File: config.mk
export PLATFORM = sky130hd
export DESIGN_NAME = button_input
export DESIGN_NICKNAME = d
export VERILOG_FILES = /design/src/rtl/button_pkg.sv /design/src/rtl/button_channel.sv /design/src/rtl/button_input.sv
export SDC_FILE = /design/constraint.sdc
export NUM_CORES = 1
export LEC_CHECK = 0
export ABC_AREA = 1
export CAP_MARGIN = 10
export CORE_MARGIN = 2
export CORE_UTILIZATION = 45
export DETAILED_ROUTE_END_ITERATION = 7
export PLACE_DENSITY = 0.63
export SYNTH_ARGS = -nofsm -noshare
export SYNTH_HDL_FRONTEND = slang
export SYNTH_SLANG_ARGS = --single-unit
File: constraint.sdc
create_clock -name CLK -period 4.1 [get_ports CLK]
set_input_delay 0.41 -clock CLK [delete_from_list [all_inputs] [get_ports CLK]]
set_output_delay 0.41 -clock CLK [all_outputs]
set_load 0.02 [all_outputs]
File: src/rtl/button_pkg.sv
`default_nettype none
// ============================================================================
// Module      : button_pkg
// Description : Shared types and default timing constants for the push-button
//               conditioning block (12 MHz system clock).
// Revision    : 1.0 - initial release
// ============================================================================
package button_pkg;

  // System clock frequency the default timings are derived from.
  localparam int CLK_HZ        = 12_000_000;

  // Default timings: 10 ms debounce, 1 s long press, 200 ms auto-repeat.
  localparam int DEBOUNCE_10MS = CLK_HZ / 100;
  localparam int LONG_1S       = CLK_HZ;
  localparam int REPEAT_200MS  = CLK_HZ / 5;

  // Per-channel press state.
  typedef enum logic [1:0] {
    IDLE    = 2'd0,
    PRESSED = 2'd1,
    HELD    = 2'd2
  } btn_state_t;

  // Width of a counter that must hold values 0 .. n-1 (never narrower than 1).
  function automatic int cnt_width(input int n);
    return (n > 1) ? $clog2(n) : 1;
  endfunction

endpackage : button_pkg
`default_nettype wire

File: src/rtl/button_channel.sv
`default_nettype none
// ============================================================================
// Module      : button_channel
// Description : One push-button channel: two-flop synchroniser, debounce
//               counter, press/release/long-press state machine and, when
//               BUTTON_AUTOREPEAT_EN is defined, auto-repeat of the press
//               event while the button is held.
// Revision    : 1.0 - initial release
// ============================================================================
module button_channel
  import button_pkg::*;
#(
  parameter int DEBOUNCE_CYCLES   = DEBOUNCE_10MS,
  parameter int LONG_PRESS_CYCLES = LONG_1S,
`ifdef BUTTON_AUTOREPEAT_EN
  parameter int REPEAT_CYCLES     = REPEAT_200MS,
`endif
  parameter bit ACTIVE_LOW        = 1'b0
) (
  input  logic clk,
  input  logic rst_n,
  input  logic i_btn,
  output logic o_level,
  output logic o_press,
  output logic o_release,
  output logic o_long
);

  localparam int DW = cnt_width(DEBOUNCE_CYCLES);
  localparam int LW = cnt_width(LONG_PRESS_CYCLES);
  localparam logic [DW-1:0] DB_LAST = DW'(DEBOUNCE_CYCLES - 1);
  localparam logic [LW-1:0] LP_LAST = LW'(LONG_PRESS_CYCLES - 1);

  logic          r_sync1;
  logic          r_sync2;
  logic          r_level;
  logic [DW-1:0] r_dcnt;
  logic [LW-1:0] r_lcnt;
  btn_state_t    r_state;
  btn_state_t    w_state_nxt;
  logic          r_press;
  logic          r_release;
  logic          r_long;
  logic          w_norm;
  logic          w_accept;
  logic          w_rise;
  logic          w_fall;
  logic          w_repeat;
  logic          w_press_nxt;
  logic          w_release_nxt;
  logic          w_long_nxt;

  // Synchroniser resets to the idle pad level so no spurious press follows reset.
  always_ff @(posedge clk or negedge rst_n) begin
    if (!rst_n) begin
      r_sync1 <= ACTIVE_LOW;
      r_sync2 <= ACTIVE_LOW;
    end else begin
      r_sync1 <= i_btn;
      r_sync2 <= r_sync1;
    end
  end

  // Normalised level (1 = pressed) and the debounced edge that is about to be taken.
  assign w_norm   = r_sync2 ^ ACTIVE_LOW;
  assign w_accept = (w_norm != r_level) && (r_dcnt == DB_LAST);
  assign w_rise   = w_accept &  w_norm;
  assign w_fall   = w_accept & ~w_norm;

  // Debounce: a new level is accepted only after it has been stable for the full window.
  always_ff @(posedge clk or negedge rst_n) begin
    if (!rst_n) begin
      r_dcnt  <= '0;
      r_level <= 1'b0;
    end else if (w_norm == r_level) begin
      r_dcnt  <= '0;
    end else if (r_dcnt == DB_LAST) begin
      r_level <= w_norm;
      r_dcnt  <= '0;
    end else begin
      r_dcnt  <= r_dcnt + 1'b1;
    end
  end

  // State register.
  always_ff @(posedge clk or negedge rst_n) begin
    if (!rst_n) begin
      r_state <= IDLE;
    end else begin
      r_state <= w_state_nxt;
    end
  end

  // Next-state logic; a release always wins over a long press reached in the same cycle.
  always_comb begin
    w_state_nxt = r_state;
    case (r_state)
      IDLE: begin
        if (w_rise) begin
          w_state_nxt = PRESSED;
        end
      end
      PRESSED: begin
        if (w_fall) begin
          w_state_nxt = IDLE;
        end else if (r_lcnt == LP_LAST) begin
          w_state_nxt = HELD;
        end
      end
      HELD: begin
        if (w_fall) begin
          w_state_nxt = IDLE;
        end
      end
      default: begin
        w_state_nxt = IDLE;
      end
    endcase
  end

  // Long-press counter: cleared while idle, runs in PRESSED, frozen at its limit in HELD.
  always_ff @(posedge clk or negedge rst_n) begin
    if (!rst_n) begin
      r_lcnt <= '0;
    end else if (r_state == IDLE) begin
      r_lcnt <= '0;
    end else if ((r_state == PRESSED) && !w_fall && (r_lcnt != LP_LAST)) begin
      r_lcnt <= r_lcnt + 1'b1;
    end
  end

`ifdef BUTTON_AUTOREPEAT_EN
  localparam int RW = cnt_width(REPEAT_CYCLES);
  localparam logic [RW-1:0] RP_LAST = RW'(REPEAT_CYCLES - 1);

  logic [RW-1:0] r_rcnt;

  assign w_repeat = (r_state == HELD) && !w_fall && (r_rcnt == RP_LAST);

  // Repeat counter: zero outside HELD (so it starts fresh on entry), restarts after each repeat.
  always_ff @(posedge clk or negedge rst_n) begin
    if (!rst_n) begin
      r_rcnt <= '0;
    end else if ((r_state != HELD) || w_fall || (r_rcnt == RP_LAST)) begin
      r_rcnt <= '0;
    end else begin
      r_rcnt <= r_rcnt + 1'b1;
    end
  end
`else
  assign w_repeat = 1'b0;
`endif

  // Output decode: next value of each event pulse.
  always_comb begin
    w_press_nxt   = ((r_state == IDLE) && w_rise) || w_repeat;
    w_release_nxt = (r_state != IDLE) && w_fall;
    w_long_nxt    = (r_state == PRESSED) && !w_fall && (r_lcnt == LP_LAST);
  end

  // Event pulses are registered so they line up with the debounced level update.
  always_ff @(posedge clk or negedge rst_n) begin
    if (!rst_n) begin
      r_press   <= 1'b0;
      r_release <= 1'b0;
      r_long    <= 1'b0;
    end else begin
      r_press   <= w_press_nxt;
      r_release <= w_release_nxt;
      r_long    <= w_long_nxt;
    end
  end

  assign o_level   = r_level;
  assign o_press   = r_press;
  assign o_release = r_release;
  assign o_long    = r_long;

endmodule : button_channel
`default_nettype wire

File: src/rtl/button_input.sv
`default_nettype none
// ============================================================================
// Module      : button_input
// Description : Conditions NUM_BTN raw push-button pads into a debounced
//               level plus one-cycle press, release and long-press events.
//               Optional macro BUTTON_AUTOREPEAT_EN repeats the press event
//               every REPEAT_CYCLES while a button is held past long press.
// Revision    : 1.0 - initial release
// ============================================================================
module button_input
  import button_pkg::*;
#(
  parameter int                 NUM_BTN           = 3,
  parameter logic [NUM_BTN-1:0] BTN_ACTIVE_LOW    = '0,
  parameter int                 DEBOUNCE_CYCLES   = DEBOUNCE_10MS,
  parameter int                 LONG_PRESS_CYCLES = LONG_1S,
  parameter int                 REPEAT_CYCLES     = REPEAT_200MS
) (
  input  logic               CLK,
  input  logic               RST_N,
  input  logic [NUM_BTN-1:0] BTN_IN,
  output logic [NUM_BTN-1:0] BTN_LEVEL,
  output logic [NUM_BTN-1:0] BTN_PRESS,
  output logic [NUM_BTN-1:0] BTN_RELEASE,
  output logic [NUM_BTN-1:0] BTN_LONG
);

  // Reject timing configurations the channel counters cannot honour.
  if (DEBOUNCE_CYCLES < 2) begin : g_bad_debounce
    $error("button_input: DEBOUNCE_CYCLES must be at least 2");
  end
  if (LONG_PRESS_CYCLES <= DEBOUNCE_CYCLES) begin : g_bad_long
    $error("button_input: LONG_PRESS_CYCLES must exceed DEBOUNCE_CYCLES");
  end
  if (REPEAT_CYCLES < 1) begin : g_bad_repeat
    $error("button_input: REPEAT_CYCLES must be at least 1");
  end

  for (genvar i = 0; i < NUM_BTN; i++) begin : g_chan
    button_channel #(
      .DEBOUNCE_CYCLES   (DEBOUNCE_CYCLES),
      .LONG_PRESS_CYCLES (LONG_PRESS_CYCLES),
`ifdef BUTTON_AUTOREPEAT_EN
      .REPEAT_CYCLES     (REPEAT_CYCLES),
`endif
      .ACTIVE_LOW        (BTN_ACTIVE_LOW[i])
    ) u_chan (
      .clk       (CLK),
      .rst_n     (RST_N),
      .i_btn     (BTN_IN[i]),
      .o_level   (BTN_LEVEL[i]),
      .o_press   (BTN_PRESS[i]),
      .o_release (BTN_RELEASE[i]),
      .o_long    (BTN_LONG[i])
    );
  end

endmodule : button_input
`default_nettype wire

==> results of run 1 <==
-- critical path: stages, from the launching register on --
cell      delay, ps
dfrtp_1         400
nor2_2          100
buf_4           280
clkinv_1        720
nand2_4         540
nand2_1         100
nand2_1          80
-- report_power, final --
group          switching, mW  internal [mW]  total [mW]  leakage, nW
Sequential           0.00731           1.46        1.47         2.03
Combinational         0.0462         0.0137      0.0599         1.90
Clock                  0.642           1.04        1.68        0.303
Total                  0.696           2.52        3.21         4.23
-- registers in the layout, summed over array words and instances (netlist names) --
| signal | count |
|---|---|
| g_chan.u_chan.r_sync2 | 3 |
| g_chan.u_chan.r_dcnt | 51 |
| g_chan.u_chan.o_press | 3 |
| g_chan.u_chan.o_release | 3 |
| g_chan.u_chan.o_long | 3 |
| g_chan.u_chan.r_sync1 | 3 |
| g_chan.u_chan.r_lcnt | 72 |
| g_chan.u_chan.r_state | 6 |
| g_chan.u_chan.o_level | 3 |
-- area by class of cell --
cell class	instances	area, sq um
Clock buffer	18	439
Clock inverter	14	204
Fill cell	1902	9610
Inverter	107	402
Multi-Input combinational cell	1007	4720
Sequential cell	147	3680
Tap cell	265	332
Timing Repair Buffer	21	199
-- synth_stat cells, types with 2 or more instances --
master      n
inv_1      98
nand4_2     2
dfrtp_1   147
o21ai_0     5
clkbuf_1   11
nand2_4     3
inv_2       6
nand3_4     4
buf_6       9
xor2_1     39
nor3b_1     9
nand2_1   401
nand3_2     4
ha_1        6
nand3_1   134
a21oi_1     9
xnor2_1    17
nor2_1    285
nor2_4      5
nor2_2     11
o21a_1      2
nor4_1      7
a31oi_1     2
nand4_1    24
clkinv_1    3
buf_4      15
nand2_2     5
o21bai_1    2
nor3_1     22
-- cells by family (layout without fill, tap and decap cells) --
| group | count (synthesis) | count (layout) | share of synthesized area [%] |
|---|---|---|---|
| AND/OR/NAND/NOR | 922 | 922 | 44.4 |
| XOR/XNOR | 56 | 56 | 5.41 |
| AO/OA/AOI/OAI | 23 | 23 | 1.50 |
| adder cells (fa/ha/maj) | 6 | 6 | 0.828 |
| flip-flops | 147 | 147 | 40.6 |
| buffers and inverters | 143 | 160 | 7.30 |
-- routing by layer --
| metal | up-vias | global-route usage [%] | routed length [um] |
|---|---|---|---|
| met3 | 20 | 3.95 | 726 |
| met4 | 0 | 4.41 | 248 |
| met1 | 3654 | 28.5 | 10200 |
| li1 | 4092 | - | - |
| met2 | 132 | 29.2 | 8550 |
| met5 | - | 0 | 0 |
-- metrics by stage --
step	setup slack [ps]	hold slack, ps
6_report	1790	46.6
5_1_grt	1610	170
4_1_cts	1810	136
3_5_place_dp	1830	337
3_3_place_gp	1910	333
2_1_floorplan	2410	114
-- worst paths after layout --
check / cells past startpoint / start / to
max reg2reg: 6 / g_chan[0].u_chan.r_state[1] / g_chan[0].u_chan.r_lcnt[7]
max: 6 / g_chan[0].u_chan.r_state[1] / g_chan[0].u_chan.r_lcnt[7]
min: 1 / RST_N / g_chan[1].u_chan.r_lcnt[2]
min reg2reg: 0 / g_chan[0].u_chan.r_sync1 / g_chan[0].u_chan.r_sync2
min in group CLK: 0 / g_chan[0].u_chan.r_sync1 / g_chan[0].u_chan.r_sync2
max in group asynchronous: 2 / RST_N / g_chan[0].u_chan.r_lcnt[13]
==> flow_summary.json, run 1 <==
{
  "core_sq_um": 19600,
  "grt_pass1_wl_um": 34600,
  "worstSkewPairLatency_ps": 420,
  "synth.distinct_cells": 39,
  "grt_max_degree": 100,
  "numCtsBuffers": 17,
  "cts-root-buf": "clkbuf_16",
  "ff2ff_setup_slack_ps": 1790,
  "drcViolationCount": 0,
  "synthesis.nets": 1308,
  "ant_nets": 0,
  "powerDensity_nw_per_um2": 322,
  "nets": 1312,
  "totalWireLength_um": 19700,
  "hold_class": "in -> async",
  "ys_ff_latch": 147,
  "clockBufferDepth": 2,
  "power.total_mw": 3.21,
  "synth_top_cell_by_area": "dfrtp_1",
  "synth_area_leaders": "dfrtp_1 (41%), nand2_1 (17%), nor2_1 (12%)",
  "yosysWarningCount": 0,
  "antenna_found_initial": 0,
  "hpwl_um": 13700,
  "final_cell_mix": "nand2_1 (401), nor2_1 (285), dfrtp_1 (147), nand3_1 (134), inv_1 (98)",
  "worstPathMaxFanout": 26,
  "layout_commonest_cell": "nand2_1",
  "crit_path_start_kind": "flip-flop",
  "track_usage_pct": 19.3,
  "crit_type": "reg -> reg",
  "layout-drive-gt1-share_pct": 6.39,
  "cts_resized": 0,
  "yosysSeqAreaShare_pct": 40.6,
  "finalCritPeriodShare_pct": 56.3,
  "maxCapViolCount": 0,
  "place_inst": 1547,
  "place_area_sq_um": 9330,
  "antenna_cells": 0,
  "grt_pass1_vias": 7307,
  "slew-limit-headroom_pct": 38.2,
  "clock-sinks": 147,
  "die_h_um": 146,
  "synth_async_sr_flop_share_pct": 100,
  "synth_cells": 1297,
  "vdd_drop_max_v": 0.000302,
  "ios": 17,
  "worstSetupEndpointType": "flip-flop",
  "grt-ovfl-total": 0,
  "synth_top_area_share_pct": 40.6,
  "cts_max_level": 4,
  "area_delta_synth_final_pct": 10.1,
  "tns_ps": 0,
  "vias_per_cell": 5.00,
  "fin_crit_ps": 2310,
  "syn_avg_cell_area_sq_um": 6.99,
  "dr.pass1.iters": 5,
  "max_freq_ghz": 0.433,
  "grt_setup_unrepaired": "false",
  "finalHoldViolations": 0,
  "die_w_um": 146,
  "wl_per_cell_um": 12.5,
  "synth_area_sq_um": 9060,
  "p_leak_nw": 4.23,
  "setup_viol_count_final": 0,
  "synth-main-ff-cell": "dfrtp_1",
  "arrival_ps": 2660,
  "start_util_pct": 46.3,
  "post-route-util_pct": 50.9,
  "gp_congestion": 0.912,
  "design_area_sq_um": 9980,
  "cts.hold.buffers_added": 0,
  "cts_setup_buffers": 0,
  "drtIter0Drc": 500,
  "vias": 7898,
  "dieArea_sq_um": 21300,
  "clk_pin_slew_ps": 70,
  "port_buffers": 16,
  "cts_tree": "done",
  "worst_pin_slew_ps": 927,
  "fp-row-count": 51,
  "layoutNonFillerInstCount": 1579,
  "fin_skew_ps": 7.66,
  "crit_required_ps": 4460,
  "run_status": "finished clean",
  "finalMaxSlewViolations": 0,
  "synth-edff-count": 0
}
Note: power is estimated with default switching activity, not from simulation.
==> run 2, diff against run 1 <==
--- a/config.mk
+++ b/config.mk
@@ -10,7 +10,7 @@
 export CORE_MARGIN = 2
 export CORE_UTILIZATION = 45
 export DETAILED_ROUTE_END_ITERATION = 7
-export PLACE_DENSITY = 0.63
+export PLACE_DENSITY = 0.65
 export SYNTH_ARGS = -nofsm -noshare
 export SYNTH_HDL_FRONTEND = slang
 export SYNTH_SLANG_ARGS = --single-unit
==> constraint.sdc (replaced) <==
create_clock -name CLK -period 2 [get_ports CLK]
set_input_delay 0.2 -clock CLK [delete_from_list [all_inputs] [get_ports CLK]]
set_output_delay 0.2 -clock CLK [all_outputs]
set_load 0.02 [all_outputs]
==> flow_summary.json, run 2 (synthesized netlist as in run 1, its figures left out) <==
{
  "fp-row-count": 51,
  "crit_path_start_kind": "flip-flop",
  "layout_commonest_cell": "nand2_1",
  "vdd_drop_max_v": 0.000571,
  "totalWireLength_um": 20000,
  "layout-drive-gt1-share_pct": 8.00,
  "hold_class": "in -> reg",
  "finalMaxSlewViolations": 0,
  "drcViolationCount": 0,
  "finalHoldViolations": 0,
  "cts_tree": "done",
  "fin_crit_ps": 1840,
  "dr.pass1.iters": 5,
  "grt-ovfl-total": 0,
  "area_delta_synth_final_pct": 13.0,
  "hpwl_um": 14500,
  "layoutNonFillerInstCount": 1603,
  "grtUsageMet1_pct": 28.2,
  "grt_pass1_wl_um": 35500,
  "gp_congestion": 0.954,
  "dieArea_sq_um": 21300,
  "vias": 8002,
  "die_h_um": 146,
  "setup_ws_ps": 164,
  "finalCritPeriodShare_pct": 91.8,
  "clockBufferDepth": 2,
  "place_inst": 1569,
  "core_sq_um": 19600,
  "antenna_cells": 0,
  "setup_viol_count_final": 0,
  "grt_use_met2_pct": 31.3,
  "crit_required_ps": 2320,
  "grt_pass1_vias": 7498,
  "grt_max_degree": 59,
  "track_usage_pct": 19.8,
  "worstSetupEndpointType": "flip-flop",
  "final_cell_mix": "nand2_1 (401), nor2_1 (285), dfrtp_1 (147), nand3_1 (134), inv_1 (98)",
  "nets": 1337,
  "clock-sinks": 147,
  "post-route-util_pct": 52.3,
  "die_w_um": 146,
  "worstPathMaxFanout": 23,
  "maxCapViolCount": 0,
  "p_leak_nw": 4.40,
  "cts-root-buf": "clkbuf_16",
  "start_util_pct": 46.3,
  "design_area_sq_um": 10200,
  "clk_pin_slew_ps": 60,
  "worstSkewPairLatency_ps": 420,
  "tns_ps": 0,
  "use_met3_pct": 3.45,
  "crit_type": "reg -> reg",
  "run_status": "finished clean",
  "port_buffers": 16,
  "place_area_sq_um": 9570,
  "antenna_found_initial": 0,
  "max_freq_ghz": 0.545,
  "wl_per_cell_um": 12.5,
  "cts_max_level": 4,
  "place_ws_ps": 85.1,
  "arrival_ps": 2150,
  "drtIter0Drc": 502,
  "fin_skew_ps": 7.68,
  "largest_register": "g_chan.u_chan.r_lcnt",
  "top_regs": "g_chan.u_chan.r_lcnt x72, g_chan.u_chan.r_dcnt x51, g_chan.u_chan.r_state x6",
  "powerDensity_nw_per_um2": 642,
  "ant_nets": 0,
  "worst_pin_slew_ps": 593,
  "vias_per_cell": 4.99,
  "largest_reg_flops": 72,
  "ios": 17,
  "top_usage_layer": "met2",
  "slew-limit-headroom_pct": 60.3,
  "numCtsBuffers": 17
}
[run 2: layout make-up]
cell class | instances | area (sq um)
timing repair buffer | 46 | 464
inverter | 107 | 402
clock inverter | 12 | 180
clock buffer | 19 | 453
multi-input combinational | 1007 | 4730
tap | 265 | 332
sequential | 147 | 3680
fill | 1888 | 9350
[run 2: repair_timing]
item | 4_1_cts | 5_1_grt
hold buffers | 1 | 0
setup buffers | 0 | 2
hold endpoints to repair | 53 | 0
resized for setup | 0 | 1
endpoints found under the setup margin | 0 | 43
[run 2: critical path: stages (launching register included)]
cell and delay (ps):
dfrtp_1 370, ha_1 230, nand3_2 160, nor2_4 230, nand4_4 180, nand3_4 220
nand2_8 160, nand2_1 120, nand2_1 50
[run 2: routing by layer]
metal / share of wire [%] / wire length, um / up-vias
met4: 0.89 / 179 / 0
met1: 51 / 10100 / 3700
li1: - / - / 4148
met3: 3.4 / 690 / 19
met5: 0 / 0 / -
met2: 45 / 9030 / 135
[run 2: final timing paths]
| path | startpoint | to | slack, ps | depth (start not counted) |
|---|---|---|---|---|
| worst max register to register | g_chan[2].u_chan.r_dcnt[0] | g_chan[2].u_chan.r_lcnt[11] | 160 | 8 |
| worst max-delay path | g_chan[2].u_chan.r_dcnt[0] | g_chan[2].u_chan.r_lcnt[11] | 160 | 8 |
| max in group asynchronous | RST_N | g_chan[0].u_chan.r_lcnt[20] | 1040 | 3 |
| worst min-delay path | BTN_IN[0] | g_chan[0].u_chan.r_sync1 | 220 | 1 |
| worst min register to register | g_chan[0].u_chan.r_sync1 | g_chan[0].u_chan.r_sync2 | 350 | 0 |
| min in group asynchronous | RST_N | g_chan[1].u_chan.r_lcnt[18] | 330 | 2 |
[run 2: per-stage QoR]
stage / power (mW) / hold WS [ps]
2_1_floorplan: 3.11 / -95.6
3_3_place_gp: 3.21 / 210
3_5_place_dp: 3.21 / 217
4_1_cts: 6.67 / 203
5_1_grt: 6.82 / 212
6_report: 6.57 / 218
[run 2: where the power goes]
group	leakage, nW	total [mW]	switching (mW)	internal (mW)
Combinational	2.06	0.140	0.0973	0.0432
Sequential	2.03	3.01	0.0148	3.00
Clock	0.305	3.42	1.27	2.15
Total	4.40	6.57	1.38	5.19
==> run 3, diff against run 2 <==
--- a/config.mk
+++ b/config.mk
@@ -11,6 +11,7 @@
 export CORE_UTILIZATION = 45
 export DETAILED_ROUTE_END_ITERATION = 7
 export PLACE_DENSITY = 0.65
+export RECOVER_POWER = 50
 export SYNTH_ARGS = -nofsm -noshare
 export SYNTH_HDL_FRONTEND = slang
 export SYNTH_SLANG_ARGS = --single-unit
==> flow_summary.json, run 3 (synthesized netlist as in run 1, its figures left out) <==
{
  "holdPathStages": 1,
  "fp-row-count": 51,
  "clockBufferDepth": 2,
  "drtIter0Drc": 476,
  "worstSkewPairLatency_ps": 420,
  "worst_pin_slew_ps": 1520,
  "cts-root-buf": "clkbuf_16",
  "gp_congestion": 0.954,
  "slew-limit-headroom_pct": -1.42,
  "place_inst": 1569,
  "final_cell_mix": "nand2_1 (401), nor2_1 (285), dfrtp_1 (147), nand3_1 (134), inv_1 (98)",
  "ant_nets": 0,
  "arrival_ps": 2150,
  "r2r_start": "g_chan[2].u_chan.r_dcnt[0]",
  "totalWireLength_um": 20000,
  "wl_met1_um": 10100,
  "run_status": "finished with violations",
  "track_usage_pct": 19.8,
  "met3WireLength_um": 697,
  "numCtsBuffers": 17,
  "die_h_um": 146,
  "largest_register": "g_chan.u_chan.r_lcnt",
  "largest_reg_flops": 72,
  "wl_per_cell_um": 12.5,
  "power.total_mw": 6.57,
  "ff2ff_setup_slack_ps": 170,
  "grt-ovfl-total": 0,
  "dr_wl_met2_um": 9020,
  "worstSetupEndpointType": "flip-flop",
  "layoutNonFillerInstCount": 1603,
  "crit_path_start_kind": "flip-flop",
  "grt_pass1_wl_um": 35500,
  "finalCritPeriodShare_pct": 91.6,
  "min_from": "BTN_IN[0]",
  "grt_pass1_vias": 7498,
  "cts_tree": "done",
  "fillCellCount": 1892,
  "clock-sinks": 147,
  "violations": "max-capacitance violations, max-slew violations",
  "antenna_found_initial": 0,
  "fin_crit_ps": 1830,
  "vdd_drop_max_v": 0.000571,
  "finalMaxSlewViolations": 57,
  "clk_pin_slew_ps": 60,
  "vias": 7998,
  "finalHoldViolations": 0,
  "worstPathMaxFanout": 23,
  "post-route-util_pct": 52.2,
  "min_to": "g_chan[0].u_chan.r_sync1",
  "top_layer_used": "met4",
  "cts_max_level": 4,
  "setup_viol_count_final": 0,
  "rr_worst_depth": 8,
  "layout_commonest_cell": "nand2_1",
  "antenna_cells": 0,
  "ios": 17,
  "start_util_pct": 46.3,
  "die_w_um": 146,
  "drcViolationCount": 0,
  "dieArea_sq_um": 21300,
  "powerDensity_nw_per_um2": 643,
  "vias_per_cell": 4.99,
  "dr.pass1.iters": 5,
  "grt_max_degree": 59,
  "area_delta_synth_final_pct": 12.8,
  "layout-drive-gt1-share_pct": 8.00,
  "fin_skew_ps": 7.49,
  "p_leak_nw": 4.39,
  "nets": 1337,
  "timing.rr.end": "g_chan[2].u_chan.r_lcnt[11]",
  "crit_type": "reg -> reg",
  "port_buffers": 16,
  "maxCapViolCount": 1,
  "core_sq_um": 19600,
  "hpwl_um": 14500,
  "top_regs": "g_chan.u_chan.r_lcnt x72, g_chan.u_chan.r_dcnt x51, g_chan.u_chan.r_state x6",
  "max_freq_ghz": 0.546,
  "hold_class": "in -> reg",
  "crit_required_ps": 2320
}
run 3: per-stage QoR:
| step | hold WS [ps] | area (sq um) | setup TNS [ps] | worst slack, ps |
|---|---|---|---|---|
| 6_report | 332 | 10200 | 0 | 169 |
| 5_1_grt | 326 | 10200 | -2.21 | -2.21 |
| 4_1_cts | 203 | 10200 | 0 | 73.7 |
| 3_5_place_dp | 217 | 9570 | 0 | 85.1 |
| 3_3_place_gp | 210 | 9570 | 0 | 151 |
| 2_1_floorplan | -95.6 | 9060 | 0 | 309 |
run 3: routing by layer:
layer  up-vias  GRT usage [%]
li1       4150              -
met1      3699           28.2
met2       130           31.3
met3        19           3.45
met4         0           5.00
met5         -              0
run 3: worst max-delay path, stage by stage (launching register included):
cell and delay (ps):
dfrtp_1 370, ha_1 230, nand3_2 160, nor2_4 220, nand4_4 180, nand3_4 220
nand2_8 160, nand2_1 120, nand2_1 50
run 3: cell type report:
cell class / instances / area (sq um) / area share (%)
multi-input combinational: 1007 / 4730 / 46.3
sequential: 147 / 3680 / 36.0
clock buffer: 19 / 453 / 4.43
timing repair buffer: 46 / 447 / 4.37
inverter: 107 / 402 / 3.93
tap: 265 / 332 / 3.24
clock inverter: 12 / 180 / 1.76
run 3: worst max-delay path by stage:
| stage | from | end | slack, ps | depth (start not counted) |
|---|---|---|---|---|
| after floorplan | g_chan[0].u_chan.r_lcnt[0] | g_chan[0].u_chan.r_lcnt[3] | 310 | 11 |
| after global placement | g_chan[1].u_chan.r_dcnt[0] | g_chan[1].u_chan.r_lcnt[23] | 150 | 8 |
| after detailed placement | g_chan[1].u_chan.r_dcnt[0] | g_chan[1].u_chan.r_lcnt[6] | 90 | 8 |
| after CTS | g_chan[1].u_chan.r_dcnt[0] | g_chan[1].u_chan.r_lcnt[14] | 70 | 8 |
| after global routing | g_chan[1].u_chan.r_dcnt[0] | g_chan[1].u_chan.r_lcnt[11] | -2 | 9 |
| final | g_chan[2].u_chan.r_dcnt[0] | g_chan[2].u_chan.r_lcnt[11] | 170 | 8 |
run 3: power by group:
group	internal [mW]	switching (mW)
Sequential	3.00	0.0148
Clock	2.15	1.27
Combinational	0.0389	0.0965
run 3: timing repair:
action | CTS | global route
resized for setup | 0 | 1
setup endpoints to repair | 0 | 43
setup buffers | 0 | 2
endpoints found under the hold margin | 53 | 0
hold buffers | 1 | 0
